===== src/rtl/riscv_pkg.sv =====
// Shared RV32I decode definitions: the instruction-class enum, major
// opcode constants and small helpers that say which register fields a
// class reads and whether it produces a register result.
package riscv_pkg;

  typedef enum logic [3:0] {
    R       = 4'd0,
    I_ALU   = 4'd1,
    LOAD    = 4'd2,
    STORE   = 4'd3,
    BRANCH  = 4'd4,
    JAL     = 4'd5,
    JALR    = 4'd6,
    LUI     = 4'd7,
    AUIPC   = 4'd8,
    SYSTEM  = 4'd9,
    ILLEGAL = 4'd10
  } instr_type_t;

  localparam logic [6:0] OPC_OP       = 7'b0110011;
  localparam logic [6:0] OPC_OP_IMM   = 7'b0010011;
  localparam logic [6:0] OPC_LOAD     = 7'b0000011;
  localparam logic [6:0] OPC_STORE    = 7'b0100011;
  localparam logic [6:0] OPC_BRANCH   = 7'b1100011;
  localparam logic [6:0] OPC_JAL      = 7'b1101111;
  localparam logic [6:0] OPC_JALR     = 7'b1100111;
  localparam logic [6:0] OPC_LUI      = 7'b0110111;
  localparam logic [6:0] OPC_AUIPC    = 7'b0010111;
  localparam logic [6:0] OPC_SYSTEM   = 7'b1110011;
  localparam logic [6:0] OPC_MISC_MEM = 7'b0001111;

  // Classes that produce a value in rd and therefore reserve it.
  function automatic logic writes_rd(input instr_type_t t);
    return (t == R) || (t == I_ALU) || (t == LOAD) || (t == JAL) ||
           (t == JALR) || (t == LUI) || (t == AUIPC);
  endfunction

  function automatic logic uses_rs1(input instr_type_t t);
    return !((t == LUI) || (t == AUIPC) || (t == JAL));
  endfunction

  function automatic logic uses_rs2(input instr_type_t t);
    return (t == R) || (t == STORE) || (t == BRANCH);
  endfunction

endpackage


===== src/rtl/rv_imm_gen.sv =====
// Combinational opcode classification and immediate formation.
// Ports:
//   instr_i   - raw RV32I instruction word
//   type_o    - instruction class
//   imm_o     - immediate, sign-extended (U-type is upper-20 with zero low bits)
//   illegal_o - opcode is not one of the supported major opcodes
module rv_imm_gen
  import riscv_pkg::*;
(
  input  logic [31:0]  instr_i,
  output instr_type_t  type_o,
  output logic [31:0]  imm_o,
  output logic         illegal_o
);

  logic [31:0] imm_i_fmt;
  logic [31:0] imm_s_fmt;
  logic [31:0] imm_b_fmt;
  logic [31:0] imm_u_fmt;
  logic [31:0] imm_j_fmt;

  assign imm_i_fmt = {{20{instr_i[31]}}, instr_i[31:20]};
  assign imm_s_fmt = {{20{instr_i[31]}}, instr_i[31:25], instr_i[11:7]};
  assign imm_b_fmt = {{19{instr_i[31]}}, instr_i[31], instr_i[7],
                      instr_i[30:25], instr_i[11:8], 1'b0};
  assign imm_u_fmt = {instr_i[31:12], 12'b0};
  assign imm_j_fmt = {{11{instr_i[31]}}, instr_i[31], instr_i[19:12],
                      instr_i[20], instr_i[30:21], 1'b0};

  always_comb begin
    type_o    = ILLEGAL;
    imm_o     = 32'd0;
    illegal_o = 1'b0;
    case (instr_i[6:0])
      OPC_OP:       type_o = R;
      // Shift-immediates keep the full I immediate; execute looks at
      // imm[4:0] and instruction bit 30 itself.
      OPC_OP_IMM:   begin type_o = I_ALU;  imm_o = imm_i_fmt; end
      OPC_LOAD:     begin type_o = LOAD;   imm_o = imm_i_fmt; end
      OPC_STORE:    begin type_o = STORE;  imm_o = imm_s_fmt; end
      OPC_BRANCH:   begin type_o = BRANCH; imm_o = imm_b_fmt; end
      OPC_JAL:      begin type_o = JAL;    imm_o = imm_j_fmt; end
      OPC_JALR:     begin type_o = JALR;   imm_o = imm_i_fmt; end
      OPC_LUI:      begin type_o = LUI;    imm_o = imm_u_fmt; end
      OPC_AUIPC:    begin type_o = AUIPC;  imm_o = imm_u_fmt; end
      OPC_SYSTEM,
      OPC_MISC_MEM: type_o = SYSTEM;
      default:      illegal_o = 1'b1;
    endcase
  end

endmodule


===== src/rtl/rv_decode_issue.sv =====
// RV32I decode/issue stage: decodes the offered instruction, reads the
// register file (with writeback bypass), checks the pending scoreboard for
// RAW hazards and registers a one-entry issue bundle.
//
// Handshake: a transfer happens on a channel in any cycle where both valid
// and ready are high at the rising edge. Valid never depends on ready; once
// iss_valid is high the bundle is held unchanged until iss_ready is seen.
//
// Ports:
//   clk, rst_n                  - clock, async active-low reset
//   instr_valid/instr_ready     - fetch side handshake, instr = raw word
//   iss_valid/iss_ready         - execute side handshake
//   iss_idata, iss_rv1, iss_rv2 - instruction copy and operand values
//   iss_imm, iss_rd, iss_type   - immediate, destination, class
//   iss_illegal                 - unsupported opcode flag
//   wb_en, wb_rd, wb_data       - register writeback from execute
module rv_decode_issue
  import riscv_pkg::*;
(
  input  logic        clk,
  input  logic        rst_n,
  input  logic        instr_valid,
  output logic        instr_ready,
  input  logic [31:0] instr,
  output logic        iss_valid,
  input  logic        iss_ready,
  output logic [31:0] iss_idata,
  output logic [31:0] iss_rv1,
  output logic [31:0] iss_rv2,
  output logic [31:0] iss_imm,
  output logic [4:0]  iss_rd,
  output instr_type_t iss_type,
  output logic        iss_illegal,
  input  logic        wb_en,
  input  logic [4:0]  wb_rd,
  input  logic [31:0] wb_data
);

  instr_type_t dec_type;
  logic [31:0] dec_imm;
  logic        dec_illegal;

  rv_imm_gen u_imm_gen (
    .instr_i   (instr),
    .type_o    (dec_type),
    .imm_o     (dec_imm),
    .illegal_o (dec_illegal)
  );

  logic [4:0]  rs1, rs2, rd;
  assign rs1 = instr[19:15];
  assign rs2 = instr[24:20];
  assign rd  = instr[11:7];

  logic [31:0] rf_q [32];
  logic [31:0] pending_q, pending_d;

  logic        iss_valid_q;
  logic [31:0] iss_idata_q, iss_rv1_q, iss_rv2_q, iss_imm_q;
  logic [4:0]  iss_rd_q;
  instr_type_t iss_type_q;
  logic        iss_illegal_q;

  // Register read with same-cycle writeback bypass; x0 is hardwired to 0.
  logic [31:0] rv1, rv2;
  always_comb begin
    rv1 = 32'd0;
    rv2 = 32'd0;
    if (rs1 != 5'd0) rv1 = (wb_en && wb_rd == rs1) ? wb_data : rf_q[rs1];
    if (rs2 != 5'd0) rv2 = (wb_en && wb_rd == rs2) ? wb_data : rf_q[rs2];
  end

  // A pending source that is being written back this cycle is already
  // satisfied through the bypass, so it does not stall.
  logic hz1, hz2, hazard;
  assign hz1    = uses_rs1(dec_type) && pending_q[rs1] && !(wb_en && wb_rd == rs1);
  assign hz2    = uses_rs2(dec_type) && pending_q[rs2] && !(wb_en && wb_rd == rs2);
  assign hazard = hz1 || hz2;

  logic accept;
  assign instr_ready = (!iss_valid_q || iss_ready) && !hazard;
  assign accept      = instr_valid && instr_ready;

  // Clear first, then set, so a new reservation wins over a writeback
  // of the same register in the same cycle.
  always_comb begin
    pending_d = pending_q;
    if (wb_en) pending_d[wb_rd] = 1'b0;
    if (accept && writes_rd(dec_type) && rd != 5'd0) pending_d[rd] = 1'b1;
    pending_d[0] = 1'b0;
  end

  always_ff @(posedge clk or negedge rst_n) begin
    if (!rst_n) begin
      for (int i = 0; i < 32; i++) rf_q[i] <= 32'd0;
      pending_q <= 32'd0;
    end else begin
      if (wb_en && wb_rd != 5'd0) rf_q[wb_rd] <= wb_data;
      pending_q <= pending_d;
    end
  end

  always_ff @(posedge clk or negedge rst_n) begin
    if (!rst_n) begin
      iss_valid_q   <= 1'b0;
      iss_idata_q   <= 32'd0;
      iss_rv1_q     <= 32'd0;
      iss_rv2_q     <= 32'd0;
      iss_imm_q     <= 32'd0;
      iss_rd_q      <= 5'd0;
      iss_type_q    <= R;
      iss_illegal_q <= 1'b0;
    end else if (accept) begin
      iss_valid_q   <= 1'b1;
      iss_idata_q   <= instr;
      iss_rv1_q     <= rv1;
      iss_rv2_q     <= rv2;
      iss_imm_q     <= dec_imm;
      iss_rd_q      <= rd;
      iss_type_q    <= dec_type;
      iss_illegal_q <= dec_illegal;
    end else if (iss_ready) begin
      iss_valid_q <= 1'b0;
    end
  end

  assign iss_valid   = iss_valid_q;
  assign iss_idata   = iss_idata_q;
  assign iss_rv1     = iss_rv1_q;
  assign iss_rv2     = iss_rv2_q;
  assign iss_imm     = iss_imm_q;
  assign iss_rd      = iss_rd_q;
  assign iss_type    = iss_type_q;
  assign iss_illegal = iss_illegal_q;

endmodule


===== config.mk =====
export PLATFORM = sky130hd
export DESIGN_NAME = rv_decode_issue
export DESIGN_NICKNAME = d
export VERILOG_FILES = /design/src/rtl/riscv_pkg.sv /design/src/rtl/rv_imm_gen.sv /design/src/rtl/rv_decode_issue.sv
export SDC_FILE = /design/constraint.sdc
export NUM_CORES = 2
export LEC_CHECK = 0
export CAP_MARGIN = 20
export CORE_ASPECT_RATIO = 1.25
export CORE_MARGIN = 5
export CORE_UTILIZATION = 57
export DETAILED_ROUTE_END_ITERATION = 12
export PLACE_DENSITY = 0.81
export SYNTH_ARGS = -nofsm -noshare
export SYNTH_HDL_FRONTEND = slang
export SYNTH_HIERARCHICAL = 1
export SYNTH_SLANG_ARGS = --single-unit

===== constraint.sdc =====
create_clock -name clk -period 5.1 [get_ports clk]
set_clock_uncertainty 0.2 [all_clocks]
set_input_delay 1.02 -clock clk [delete_from_list [all_inputs] [get_ports clk]]
set_output_delay 1.02 -clock clk [all_outputs]
set_load 0.1 [all_outputs]

==> results.py <==
metrics = {
    "status": {
        "status": "complete, no violations",
    },
    "worst_setup_path": {
        "reg2reg_slack_ns": 2.03,
        "crit_family": "compound AO/OA/AOI/OAI gates",
        "max_stage_delay_ns": 0.62,
        "reg2reg_depth": 7,
        "critPathCaptureType": "output pin",
        "timing.rr.start": "pending_q[1]",
        "critPathLaunchType": "input port",
        "crit_chain": "clkdlybuf4s50_1 > nor2b_1 > or3_1 > a21oi_1 > o21ai_0 > nand3b_1 > o211ai_1 > o21a_1 > buf_12",
        "crit_slowest_cell": "clkdlybuf4s50_1",
        "r2r_end": "iss_rv1[2]",
        "path_buf_inv": 2,
        "critical_path_peak_fanout": 12,
        "crit_arrival_ns": 3.73,
        "path_class": "input port to output pin",
        "required_ns": 3.88,
    },
    "floorplanning": {
        "die-width_um": 306,
        "dieArea_sq_mm": 0.116,
        "io_pins": 214,
        "rows": 135,
        "die_h_um": 380,
        "core-area_sq_mm": 0.108,
        "start_util_pct": 57.4,
    },
    "worst_hold_path": {
        "hp-class": "input port to asynchronous set/reset pin",
    },
    "layout": {
        "drive_above_1_share_pct": 39.1,
        "area_delta_synth_final_pct": 12.6,
        "fin_nets": 4740,
        "n_fill_cell": 7768,
    },
    "clock_tree": {
        "path_clk_slew_ns": 0.06,
        "cts_made_buffers": 116,
        "max-clock-path-buffers": 3,
        "ctsHtreeMaxLevel": 3,
        "hold_buffers": 0,
        "cts_setup_buffers": 0,
        "clock-sinks": 1171,
        "clock_latency_ns": 0.75,
        "root_buffer": "clkbuf_16",
        "cts_tree": "yes",
        "cts_resized": 0,
    },
    "detailed_routing": {
        "first_iter_violations": 5747,
        "wl_um": 203000,
        "drt_first_pass_iters": 9,
        "viasPerCell": 7.25,
        "remaining_drc_errors": 0,
        "routedWlPerCell_um": 32.7,
        "num_vias": 44999,
        "ant_nets": 0,
    },
    "global_route": {
        "grt_max_degree": 113,
        "use_met1_pct": 44.1,
        "antenna_found_initial": 16,
        "grt_overflow": 0,
        "grt_pass1_wl_um": 301000,
        "use_met3_pct": 9.32,
        "met2_usage_pct": 51.2,
        "grt_pass1_vias": 46060,
        "grt.busiest_layer": "met2",
        "grt_usage_pct": 34.2,
    },
    "logic_synthesis": {
        "ys_warn_count": 6,
        "synth_enable_flop_cells": 0,
        "synth_seq_area_share_pct": 47.1,
        "synth.distinct_cells": 67,
        "avgSynthCellArea_sq_um": 13.4,
        "ys_ff_latch": 1171,
        "synthesis.nets": 4715,
        "yosys_most_used_dff": "dfrtp_1",
        "synthesis.area_sq_mm": 0.0623,
        "synth_async_sr_flop_share_pct": 100,
        "synth_cells": 4641,
    },
    "sta": {
        "whs_ns": 0.156,
        "fin_ws_ns": 0.152,
        "finalSetupViolations": 0,
        "period_share_pct": 97.0,
        "rsz0062_at_grt": "no",
        "tightest_slew_ns": 1.26,
        "finalHoldViolations": 0,
        "finalMaxSlewViolations": 0,
        "fin_crit_ns": 4.95,
        "setup_tns_ns": 0,
        "fmax_mhz": 202,
        "slew_headroom_pct": 16.0,
    },
    "power_and_ir_drop": {
        "p_leak_uw": 0.0310,
        "power_density_mw_per_mm2": 412,
        "peakVddDrop_mv": 0.537,
    },
    "place": {
        "portBuffers": 213,
        "place_ws_ns": 0.274,
        "gp_congestion": 0.899,
        "dpl.hpwl_um": 119000,
    },
    "flow_run": {
        "drv_cap": 0,
    },
}
-- area by class of cell --
class | instances | area (sq um) | area share (%)
Tap cell | 1438 | 1800 | 2.57
Sequential cell | 1171 | 29300 | 41.8
Timing Repair Buffer | 399 | 4060 | 5.79
Antenna cell | 11 | 27.5 | 0.0393
Inverter | 29 | 109 | 0.155
Multi-Input combinational cell | 2949 | 30900 | 44.0
Clock inverter | 50 | 562 | 0.801
Clock buffer | 163 | 3370 | 4.81
-- kinds of logic (layout without fill, tap and decap cells) --
logic type,Yosys count,after routing,synth area share (%)
xor gates and xnor gates,10,10,0.141
buffers and inverters,521,641,3.80
muxes,1866,1866,38.1
other,0,11,0
AOI/OAI and AO/OA,644,644,7.48
and+or+nand+nor,429,429,3.46
DFF,1171,1171,47.1
-- layout by cell type (no fill, tap or decap), types with 15 or more instances in the layout --
master	netlist	routed
nand3_1	81	80
nor2_1	59	38
clkbuf_8	0	23
a21oi_1	84	84
dfrtp_1	1171	1171
a22oi_1	229	229
a22o_1	60	60
nor2b_1	35	28
o21ai_0	38	38
clkbuf_1	285	21
clkbuf_16	0	121
mux2_2	1074	1074
mux4_2	271	271
nand4_1	24	24
a221oi_1	58	58
nor2_4	0	22
buf_12	1	35
o22ai_1	22	22
nor3_1	46	46
nand2_1	111	96
buf_4	40	147
mux2i_1	464	464
inv_1	28	27
o21a_1	17	17
a211oi_1	31	31
nand2_2	0	15
a21o_1	19	19
clkdlybuf4s50_1	0	202
a31oi_1	56	56
mux2_4	57	57
clkinv_2	0	29
-- per-layer routing --
metal,vias to the layer above,share of wire (%)
met3,883,11
met5,-,0.027
met1,23252,36
met2,3132,45
li1,17724,-
met4,8,7.7
-- where the power goes --
| group | internal (uW) | total (uW) | switching [uW] |
|---|---|---|---|
| clock network | 5110 | 8900 | 3800 |
| logic | 3330 | 7520 | 4190 |
| registers | 11100 | 12500 | 1390 |
| total | 19500 | 28900 | 9380 |
-- worst max-delay path by stage --
stage,start,to,slack [ns],depth (start not counted)
2_1_floorplan,instr[3],instr_ready,0.65,10
3_3_place_gp,instr[2],instr_ready,0.23,11
3_5_place_dp,instr[2],instr_ready,0.27,11
4_1_cts,instr[2],instr_ready,0.26,11
5_1_grt,instr[2],instr_ready,0.01,9
6_report,instr[2],instr_ready,0.15,9
-- state kept, by name, indices dropped and copies added (netlist names) --
name	flops
rf_q	1006
iss_valid	1
iss_imm	32
iss_illegal	1
pending_q	31
iss_rv2	32
iss_type	4
iss_rv1	32
iss_idata	32
-- stage by stage --
| step | cell area, sq um | cells | util [%] | total power [uW] |
|---|---|---|---|---|
| 5_1_grt | 70100 | 6206 | 64.6 | 29900 |
| 2_1_floorplan | 62300 | 4641 | - | 17700 |
| 3_3_place_gp | 66000 | 5980 | 60.9 | 19600 |
| 6_report | 70100 | 6210 | 64.6 | 28900 |
| 4_1_cts | 70000 | 6195 | 64.5 | 28800 |
| 3_5_place_dp | 66000 | 5982 | 60.9 | 20000 |
-- cell usage after synthesis (57+ instances only) --
cell | count | share of area, %
buf_2 | 104 | 0.84
mux2i_1 | 464 | 7.5
mux2_2 | 1074 | 19
clkbuf_1 | 285 | 1.7
a22oi_1 | 229 | 2.8
a21oi_1 | 84 | 0.68
nor2_1 | 59 | 0.36
mux2_4 | 57 | 1.4
mux4_2 | 271 | 9.8
dfrtp_1 | 1171 | 47
a22o_1 | 60 | 0.84
a221oi_1 | 58 | 0.82
nand3_1 | 81 | 0.65
nand2_1 | 111 | 0.67
Note: power is estimated with default switching activity, not from simulation.
